`src/rtl/pc_fetch_unit.sv`:
```
// pc_fetch_unit: RV32I PC and instruction-fetch sequencer; FE_MISALIGN_TRAP_EN traps misaligned redirects instead of aligning them
module pc_fetch_unit #(
  parameter logic [31:0] RESET_PC = 32'h0040_0000,
  parameter logic [31:0] PC_STEP = 32'd4
) (
  input  logic        clk,
  input  logic        rst,
  output logic        imem_req,
  output logic [31:0] imem_addr,
  input  logic        imem_ack,
  input  logic [31:0] imem_rdata,
  output logic [31:0] instr,
  output logic        instr_valid,
  input  logic        retire,
  input  logic        redirect,
  input  logic [31:0] redirect_target,
  output logic [31:0] program_counter,
  output logic [31:0] pc_plus4,
  output logic        misalign_fault
);
  typedef enum logic [1:0] {IDLE_S, FETCH_S, HOLD_S, FAULT_S} state_t;
  state_t state, state_d;
  logic [31:0] pc_d, instr_d;
  assign pc_plus4 = program_counter + PC_STEP;
  assign imem_addr = program_counter;
  assign imem_req = state == FETCH_S;
  assign instr_valid = state == HOLD_S;
`ifdef FE_MISALIGN_TRAP_EN
  assign misalign_fault = state == FAULT_S;
`else
  assign misalign_fault = 1'b0;
`endif
  always_comb begin
    state_d = state;
    pc_d = program_counter;
    instr_d = instr;
    case (state)
      IDLE_S: state_d = FETCH_S;
      FETCH_S: begin
        state_d = imem_ack ? HOLD_S : FETCH_S;
        instr_d = imem_ack ? imem_rdata : instr;
      end
      HOLD_S: if (retire) begin
`ifdef FE_MISALIGN_TRAP_EN
        state_d = (redirect && |redirect_target[1:0]) ? FAULT_S : FETCH_S;
        pc_d = !redirect ? pc_plus4 : |redirect_target[1:0] ? program_counter : redirect_target;
`else
        state_d = FETCH_S;
        pc_d = redirect ? redirect_target & ~32'h3 : pc_plus4;
`endif
      end
      default: state_d = state;
    endcase
  end
  always_ff @(posedge clk or posedge rst)
    if (rst) begin
      state <= IDLE_S;
      program_counter <= RESET_PC;
      instr <= '0;
    end else begin
      state <= state_d;
      program_counter <= pc_d;
      instr <= instr_d;
    end
endmodule

```
`config.mk`:
```
export PLATFORM = sky130hd
export DESIGN_NAME = pc_fetch_unit
export DESIGN_NICKNAME = d
export VERILOG_FILES = /design/src/rtl/pc_fetch_unit.sv
export SDC_FILE = /design/constraint.sdc
export NUM_CORES = 1
export LEC_CHECK = 0
export ABC_AREA = 1
export CORE_MARGIN = 2
export CORE_UTILIZATION = 35
export DETAILED_ROUTE_END_ITERATION = 16
export DONT_BUFFER_PORTS = 1
export MAX_ROUTING_LAYER = met4
export PLACE_DENSITY = 0.56
export SLEW_MARGIN = 20
export SYNTH_ARGS = -nofsm -noshare
export SYNTH_HDL_FRONTEND = slang
export SYNTH_SLANG_ARGS = --single-unit
```
`constraint.sdc`:
```
create_clock -name clk -period 1.65 [get_ports clk]
set_input_delay 0 -clock clk [delete_from_list [all_inputs] [get_ports clk]]
set_output_delay 0 -clock clk [all_outputs]
set_load 0.05 [all_outputs]
```
## Word level (Yosys, flattened, before mapping)

Index checks and enable logic that the tools add are counted.

- Register bits: 66
- Input bits: 69
- Output and inout bits: 131
- Word-level logic and storage cells: 16

- $add $sub $neg: 1
- Eq/ne operators: 3
- Multiplexer cells: 4
- Reductions and logical operators: 5

Operators with widths:

| kind | number |
|---|---|
| adder 32 x 3 -> 32 bit (second input constant) | 1 |
| 2-to-1 mux 32 bit | 1 |
| one-hot mux 2 bit (3 select lines) | 1 |
| AND reduction 2 bit | 3 |
| 2-to-1 mux 2 bit | 2 |
| nonzero test 3 bit | 1 |
| equality test 2 x 1 -> 1 bit (second input constant) | 1 |
| equality test 2 bit (second input constant) | 1 |
| zero test 2 bit | 1 |
| != test 2 x 1 -> 1 bit (second input constant) | 1 |

## Logic depth before layout (Yosys ltp)

Gate-level depths: netlist of run 1.

- Word-level depth: 3
- Depth in mapped cells: 10
- Gate-level depth less buffers: 10

## Worst setup path after synthesis of run 1

OpenSTA, ideal clock, no wires.

- Path type: register -> register
- Start: register program_counter[2], in the netlist imem_addr[2]
- End: register program_counter[9], in the netlist imem_addr[9]
- Library setup time: 0.083 ns
- Data arrival time: 2.388 ns
- Required time: 1.567 ns
- Setup slack: -0.821 ns
- Stages on the path, launching flop included: 7
- Path buffers: 0
- Period minus slack after synthesis: 2.471 ns
- Cell sequence: dfrtp_1 inv_1 nor2_4 nand2_4 xor2_1 nor2_1 o22ai_1

- Longest elaborated chain between the ends: 2

Ends and longest elaborated chain:

| element | RTL line | text |
|---|---|---|
| start, declared | 17 | `output logic [31:0] program_counter,` |
| start signal, assigned | 62 | `program_counter <= pc_d;` |
| adder 32 x 3 -> 32 bit | 24 | `assign pc_plus4 = program_counter + PC_STEP;` |
| net pc_plus4[9] | 18 | `output logic [31:0] pc_plus4,` |
| 2-to-1 mux 32 bit | 49 | `pc_d = redirect ? redirect_target & ~32'h3 : pc_plus4;` |

The timed path passes the listed nets, and every way through them passes these cells.
A chain may end at the register's enable or synchronous reset.

## Final worst setup path of run 1

- Start: register program_counter[2], in the netlist imem_addr[2]
- End: output port pc_plus4[17]

- Longest elaborated chain between the ends: 1

Ends and longest elaborated chain:

| element | RTL line |
|---|---|
| adder 32 x 3 -> 32 bit | 24 |
| end, declared | 18 |

Every way passes these cells.

==> impl_metrics.csv, run 1 <==
group,metric,value,unit
status,status,"finished, violations left",
status,violations,"negative setup slack",
timing,period_share,1.075,
clocking,clock_latency,330,ps
clocking,clkSlewWorstSetupHoldPaths,60,ps
worst_setup_path,reg2reg_to,"imem_addr[25]$_DFFE_PP0N_",
worst_setup_path,reg2reg_slack,-30,ps
timing,worst_slack,-123.9,ps
routing,vias_per_cell,4.838,
grt,antenna_found_initial,0,
timing,fmax,563.7,MHz
logic_synthesis,syn_area,3984,um2
cells_and_area,drive_gt1_frac,0.4365,
grt,track_usage,0.2141,
logic_synthesis,synthCells,510,
place,globalplace.congestion,0.8212,
grt,overflow,0,
min_path,hold_class,"in -> reg",
timing,min_period,1774,ps
timing,final_max_slew_viol_count,0,
logic_synthesis,synth.distinct_cells,31,
place,pre_cts_ws,50.28,ps
logic_synthesis,avgSynthCellArea,7.811,um2
routing,route.vias.total,3803,
floorplan,start_util,0.3627,
worst_setup_path,startpoint_type,"register",
logic_synthesis,synth-seq-area-share,0.4023,
cells_and_area,n_fill_cell,987,
timing,fin_skew,7.980,ps
timing,setup_tns,-1406,ps
timing,grt_setup_unrepaired,"yes",
routing,wirelength,12590,um
timing,whs,31.93,ps
timing,slew_headroom,0.4840,
timing,hold_viol_final,0,
floorplan,coreArea,10980,um2
floorplan,rows,38,
timing,finalSetupViolations,22,
worst_setup_path,reg2regPathDepth,11,
cells_and_area,fin_area,6346,um2
clocking,cts_num_sinks,64,
worst_setup_path,crit_path_end,"pc_plus4[17]",
floorplan,die_y,110.7,um
place,port_buffers,0,
clocking,tritoncts,"yes",
grt,grt_pass1_vias,4039,
routing,dr.pass1.iters,4,
place,place_area,4823,um2
cells_and_area,area_growth_syn_to_layout,59.30,%
floorplan,die_area,12250,um2
clocking,htree_levels,3,
clocking,cts_buffers,9,
floorplan,pin_count,200,
worst_setup_path,worstPathArrival,1770,ps
routing,remaining_drc_errors,0,
grt,grt_pass1_wl,20360,um
routing,drtIter0Drc,136,
floorplan,dieWidth,110.7,um
grt,grt_max_degree,65,
place,dp_hpwl,8471,um
timing,worst_pin_slew,771.5,ps
min_path,min_from,"imem_ack",
logic_synthesis,ys_warn_count,0,
worst_setup_path,critPathRequiredTime,1650,ps
logic_synthesis,synth_seq_cells,64,
cells_and_area,antenna_cells,0,
worst_setup_path,crit_start,"imem_addr[2]$_DFFE_PP0N_",
clocking,cts_root_buf,"clkbuf_16",
routing,wl_per_cell,16.02,um
routing,ant_nets,0,
run,maxCapViolCount,0,
cells_and_area,nets,711,
worst_setup_path,setup.worst_path.class,"reg -> out",
clocking,ctsLongestPathBuffers,2,
worst_setup_path,critPathCaptureType,"primary output",
worst_setup_path,crit_fanout,5,
worst_setup_path,rr_startpoint,"imem_addr[2]$_DFFE_PP0N_",
[sequential cells by signal (all words and copies together), names as in the netlist]
signal,cells
instr,32
state,2
imem_addr,30
[worst max-delay path, cell delays in order (launching register included)]
cell and delay, ps:
dfrtp_2 400, buf_4 140, clkinvlp_4 90, nor2_4 150, nand2_4 100, nor2_4 220, nand2_2 100, nand2_4 90
buf_8 140
[cell usage after synthesis (all sizes together)]
cell type,number,area share
a21boi,3,0.0075
a21oi,3,0.0038
and2,3,0.0047
buf,47,0.087
clkbuf,4,0.0038
conb,1,0.00094
dfrtp,63,0.40
dfstp,1,0.0066
ha,1,0.0031
inv,42,0.040
mux2,32,0.090
nand2,158,0.16
nand3,25,0.031
nand3b,2,0.0038
nor2,82,0.10
o21ai,30,0.038
o22ai,4,0.0063
o31ai,1,0.0019
xnor2,2,0.0044
xor2,6,0.013
[repair_timing]
item                       4_1_cts  5_1_grt
pin swaps                       20       23
hold buffers                    65        0
resized for setup               56       38
setup endpoints to repair       23       35
hold endpoints to repair       128        0
buffers inserted                19        6
[cells by family after synthesis]
family / count (synthesis) / synth area share
AOI/OAI and AO/OA: 41 / 0.05716
xor gates and xnor gates: 8 / 0.01759
adders and majority gates: 1 / 0.003140
buffers and inverters: 93 / 0.1306
DFF: 64 / 0.4023
muxes: 32 / 0.09045
other: 1 / 0.0009413
and+or+nand+nor: 270 / 0.2977
[cell type report]
| cell class | instances | area [um2] | area share |
|---|---|---|---|
| Clock buffer | 11 | 242.7 | 0.03825 |
| Clock inverter | 5 | 105.1 | 0.01656 |
| Inverter | 42 | 163.9 | 0.02583 |
| Multi-Input combinational cell | 359 | 2412 | 0.3801 |
| Sequential cell | 64 | 1625 | 0.2561 |
| Tap cell | 140 | 175.2 | 0.02760 |
| Timing Repair Buffer | 165 | 1622 | 0.2555 |
[stage by stage]
| step | cells | util |
|---|---|---|
| finish | 786 | 0.5778 |
| global route | 786 | 0.5778 |
| CTS | 780 | 0.5614 |
| detailed placement | 680 | 0.4392 |
| global placement | 680 | 0.4392 |
| floorplan | 516 | - |
[cell usage in the layout, fill, tap and decap left out, drive strengths merged]
cell,instances
dfrtp,63
o22ai,4
o21ai,30
dlygate4sd3,65
clkinvlp,3
nand3,25
nor2,82
conb,7
and2,3
mux2,32
a21oi,3
nand2,158
dfstp,1
bufinv,3
a21boi,3
buf,100
clkbuf,11
nand3b,2
inv,41
xor2,6
xnor2,2
o31ai,1
ha,1
[metal layers]
| layer | global-route usage | routed length, um | vias to the layer above |
|---|---|---|---|
| li1 | - | - | 1814 |
| met1 | 0.2406 | 4830 | 1789 |
| met2 | 0.3644 | 6406 | 183 |
| met3 | 0.06069 | 1118 | 17 |
| met4 | 0.07833 | 238 | 0 |
| met5 | - | 0 | - |
[how the worst min path moves through the flow]
stage,to,slack (ps),cells past startpoint
5_1_grt,state[1]$_DFFE_PP0P_,40,3
3_3_place_gp,instr[16]$_DFFE_PP0P_,-10,2
3_5_place_dp,instr[16]$_DFFE_PP0P_,-8,2
2_1_floorplan,instr[0]$_DFFE_PP0P_,150,1
4_1_cts,state[1]$_DFFE_PP0P_,20,3
6_report,state[1]$_DFFE_PP0P_,30,3
Power of run 1 is left out: the tool's default activity adds up to more than one toggle a clock period on the data nets, which glitch-free logic cannot reach.
==> run 2: changes to the inputs <==
PLACE_DENSITY = 0.54   (was 0.56)
clock period = 1.8 ns   (was 1.65 ns; I/O delays follow)
==> run 2 against run 1 <==
The flow still finishes with violations (negative setup slack). Core utilization decreased by 2.4 points. Critical path depth is the same. Cell count fell by 0.89%. Highest routed layer unchanged.
==> impl_metrics.csv, run 2 (synthesis gave the netlist of run 1 again) <==
group,metric,value,unit
clocking,ctsLongestPathBuffers,2,
min_path,min_from,"redirect",
routing,remaining_drc_errors,0,
worst_setup_path,setup.worst_path.class,"reg -> out",
place,globalplace.congestion,0.8799,
routing,wirelength,12050,um
floorplan,die_y,110.7,um
cells_and_area,top_register,"instr",
timing,period_share,1.027,
routing,ant_nets,0,
cells_and_area,final_util,0.5538,
grt,grt_pass1_wl,19290,um
min_path,hold_class,"in -> reg",
clocking,clkSlewWorstSetupHoldPaths,60,ps
timing,fin_skew,9.722,ps
status,violations,"negative setup slack",
cells_and_area,drive_gt1_frac,0.3787,
timing,grt_setup_unrepaired,"yes",
routing,drtIter0Drc,209,
clocking,tritoncts,"yes",
cells_and_area,final_cell_mix,"nand2_1 (115), buf_4 (67), dlygate4sd3_1 (66)",
timing,worst_pin_slew,791.4,ps
clocking,cts_root_buf,"clkbuf_16",
floorplan,die_area,12250,um2
cells_and_area,largest_reg_flops,32,
timing,fmax,540.8,MHz
place,dp_cells,676,
clocking,cts_num_sinks,64,
place,dp_hpwl,8321,um
timing,slew_headroom,0.4707,
cells_and_area,final_cells,779,
timing,final_max_slew_viol_count,0,
cells_and_area,antenna_cells,0,
timing,whs,154.4,ps
place,port_buffers,0,
worst_setup_path,max_stage_delay,420,ps
floorplan,start_util,0.3627,
worst_setup_path,rr_startpoint,"imem_addr[2]$_DFFE_PP0N_",
run,maxCapViolCount,0,
worst_setup_path,critPathRequiredTime,1800,ps
grt,antenna_found_initial,0,
worst_setup_path,slowest_stage,"dfrtp_1",
cells_and_area,mostFrequentLayoutCell,"nand2_1",
grt,overflow,0,
clocking,cts_buffers,9,
routing,vias_per_cell,4.866,
worst_setup_path,crit_top_cell,"nand2_1",
timing,worst_slack,-48.99,ps
worst_setup_path,crit_chain,"nand2_1 > nor2_2 > nand2_1 > nor2_4 > nand2_1 > nand2_2 > nand2_2 > buf_12",
floorplan,coreArea,10980,um2
floorplan,dieWidth,110.7,um
worst_setup_path,critPathCaptureType,"primary output",
status,status,"finished, violations left",
worst_setup_path,worstPathArrival,1850,ps
grt,grt_pass1_vias,3873,
routing,dr.pass1.iters,5,
routing,wl_per_cell,15.46,um
worst_setup_path,startpoint_type,"register",
worst_setup_path,crit_fanout,5,
timing,min_period,1849,ps
clocking,htree_levels,3,
timing,hold_viol_final,0,
cells_and_area,nets,704,
worst_setup_path,crit_start,"imem_addr[15]$_DFFE_PP0N_",
routing,route.vias.total,3791,
grt,grt_max_degree,43,
grt,track_usage,0.2033,
floorplan,rows,38,
clocking,clock_latency,340,ps
cells_and_area,area_growth_syn_to_layout,52.67,%
floorplan,pin_count,200,
timing,finalSetupViolations,2,
==> run 2: cell count changes in the layout (fill, tap and decap cells not counted), sizes merged <==
cell         change
buf              -8
bufinv           -1
clkbuf           -2
clkinv           +2
clkinvlp         +1
dlygate4sd3      +1
==> run 2: layout make-up <==
cell class | count | area (um2)
clock inverter | 7 | 96.34
clock buffer | 9 | 225.2
sequential | 64 | 1619
inverter | 42 | 161.4
tap | 140 | 175.2
fill | 974 | 4901
timing repair buffer | 158 | 1578
multi-input combinational | 359 | 2227
==> run 2: final timing paths <==
check                                            end  slack (ps)  cells past startpoint
max in group asynchronous  imem_addr[22]$_DFFE_PP1N_         830                      3
max                                     pc_plus4[21]         -50                      8
min reg2reg                imem_addr[14]$_DFFE_PP0N_         550                      2
min                        imem_addr[11]$_DFFE_PP0N_         150                      3
max reg2reg                imem_addr[13]$_DFFE_PP0N_         110                     10
min in group asynchronous      instr[15]$_DFFE_PP0P_         250                      2
==> run 2: worst max-delay path: cells and delay by family (launching register included) <==
kind / cells / cell delay (ps)
DFF: 1 / 420
buffers and inverters: 1 / 140
and+or+nand+nor: 7 / 950
==> run 2: what timing repair did <==
action                     4_1_cts  5_1_grt
resized for setup                9       58
hold buffers                    66        0
pin swaps                        7       21
hold endpoints to repair        98        0
buffers inserted                 6       15
setup endpoints to repair       17       22
==> run 2: metal layers <==
metal / GRT usage / up-vias / wire, um
met4: 0.08083 / 0 / 275
met2: 0.3419 / 154 / 6013
met5: - / - / 0
met1: 0.2283 / 1813 / 4818
met3: 0.05905 / 24 / 939
li1: - / 1800 / -
==> run 2: metrics by stage <==
step           setup slack (ps)  TNS [ps]  area, um2
2_1_floorplan            -109.8    -466.8       4222
3_3_place_gp              222.6         0       4730
3_5_place_dp              162.8         0       4730
4_1_cts                  -9.159    -9.159       5773
5_1_grt                  -153.8     -1081       6082
6_report                 -48.99    -55.55       6082
Power of run 2 is left out for the same reason.
==> run 3: changes to the inputs <==
CTS_BUF_LIST = sky130_fd_sc_hd__clkbuf_8   (was not set)
==> run 3 against run 2 <==
The flow still finishes with violations (negative setup slack). Critical endpoint is now pc_plus4[28]. Non-clock buffer count grew 6. Highest routed layer unchanged. Die area is the same. Worst hold slack worse by 26 ps. Clock skew is 5.8 ps higher.
==> impl_metrics.csv, run 3 (synthesis gave the netlist of run 1 again) <==
group,metric,value,unit
grt,overflow,0,
cells_and_area,antenna_cells,0,
worst_setup_path,crit_fanout,6,
clocking,cts_root_buf,"clkbuf_8",
min_path,hold_class,"in -> reg",
floorplan,die_y,110.7,um
cells_and_area,drive_gt1_frac,0.3907,
grt,antenna_found_initial,0,
routing,dr.pass1.iters,4,
grt,grt.busiest_layer,"met2",
timing,fin_skew,15.47,ps
place,place_area,4730,um2
routing,drtIter0Drc,195,
timing,worst_slack,-14.26,ps
cells_and_area,final_cell_mix,"nand2_1 (110), buf_4 (70), dlygate4sd3_1 (67)",
status,status,"finished, violations left",
timing,hold_viol_final,0,
floorplan,dieWidth,110.7,um
timing,finalSetupViolations,2,
routing,wirelength,12080,um
run,maxCapViolCount,0,
cells_and_area,top_register,"instr",
worst_setup_path,critPathRequiredTime,1800,ps
floorplan,rows,38,
routing,route.vias.total,3787,
grt,grt_util_met1,0.2277,
cells_and_area,area_growth_syn_to_layout,51.82,%
cells_and_area,largest_reg_flops,32,
worst_setup_path,reg2regPathDepth,10,
floorplan,die_area,12250,um2
grt,grt_max_degree,43,
routing,remaining_drc_errors,0,
worst_setup_path,setup.worst_path.class,"reg -> out",
grt,grt_pass1_vias,3909,
clocking,clock_latency,360,ps
timing,final_max_slew_viol_count,0,
cells_and_area,fin_area,6048,um2
routing,ant_nets,0,
worst_setup_path,critPathCaptureType,"primary output",
grt,met2_usage,0.3427,
place,dp_hpwl,8321,um
clocking,cts_buffers,9,
grt,use_met3,0.06069,
clocking,clkSlewWorstSetupHoldPaths,80,ps
timing,fmax,551.2,MHz
floorplan,start_util,0.3627,
clocking,ctsLongestPathBuffers,2,
worst_setup_path,worstPathArrival,1810,ps
timing,worst_pin_slew,784.5,ps
grt,grt_pass1_wl,19380,um
timing,grt_setup_unrepaired,"yes",
timing,slew_headroom,0.4753,
floorplan,pin_count,200,
min_path,hold_depth,3,
routing,wl_per_cell,15.39,um
place,port_buffers,0,
clocking,htree_levels,3,
place,globalplace.congestion,0.8799,
status,violations,"negative setup slack",
grt,track_usage,0.2042,
timing,min_period,1814,ps
timing,period_share,1.008,
worst_setup_path,startpoint_type,"register",
clocking,cts_num_sinks,64,
routing,vias_per_cell,4.824,
cells_and_area,mostFrequentLayoutCell,"nand2_1",
floorplan,coreArea,10980,um2
cells_and_area,nets,710,
clocking,tritoncts,"yes",
run 3: cell count changes in the layout (fill, tap and decap cells not counted), sizes merged:
cell and delta:
dlygate4sd3 +1, buf +5
run 3: area by class of cell:
class	count	area (um2)
Fill cell	990	4935
Timing Repair Buffer	164	1637
Sequential cell	64	1619
Clock buffer	9	123.9
Inverter	42	161.4
Clock inverter	7	96.34
Tap cell	140	175.2
Multi-Input combinational cell	359	2236
run 3: metal layers:
layer / share of wire / up-vias
li1: - / 1810
met1: 0.40 / 1817
met2: 0.51 / 143
met3: 0.074 / 17
met4: 0.016 / 0
met5: 0 / -
run 3: critical path, stage by stage (launching register included):
cell and delay (ps):
dfrtp_2 410, ha_4 160, nand2_4 60, nor2_8 180, nand2_8 110, nor2_4 170
nand2_1 70, nand2_1 90, nand2_2 70, buf_12 150
run 3: what timing repair did:
action                                  4_1_cts  5_1_grt
hold endpoints to repair                     98        0
gates cloned                                  0        0
endpoints found under the setup margin       18       23
setup buffers                                11       15
pin swaps                                    13       27
gates resized for setup                      25       50
hold buffers                                 67        0
run 3: worst paths after layout:
| kind | startpoint | to | slack [ps] |
|---|---|---|---|
| setup reg to reg | imem_addr[2]$_DFFE_PP0N_ | imem_addr[13]$_DFFE_PP0N_ | 140 |
| setup / recovery | imem_addr[2]$_DFFE_PP0N_ | pc_plus4[28] | -10 |
| min in group asynchronous | rst | instr[4]$_DFFE_PP0P_ | 230 |
| hold reg to reg | imem_addr[14]$_DFFE_PP0N_ | imem_addr[14]$_DFFE_PP0N_ | 560 |
| hold / removal | redirect | imem_addr[11]$_DFFE_PP0N_ | 130 |
| max in group asynchronous | rst | imem_addr[22]$_DFFE_PP1N_ | 860 |
run 3: stage by stage:
stage | setup slack [ps] | setup TNS, ps | cells | util | hold slack (ps)
after CTS | -30.21 | -53.72 | 770 | 0.5251 | 104.1
after detailed placement | 162.8 | 0 | 676 | 0.4306 | 44.64
after global routing | -117.2 | -1101 | 785 | 0.5507 | 196.4
after floorplan | -109.8 | -466.8 | 516 | - | 150.5
after global placement | 222.6 | 0 | 676 | 0.4306 | 23.26
final | -14.26 | -15.36 | 785 | 0.5507 | 128.6
Power of run 3 is left out for the same reason.
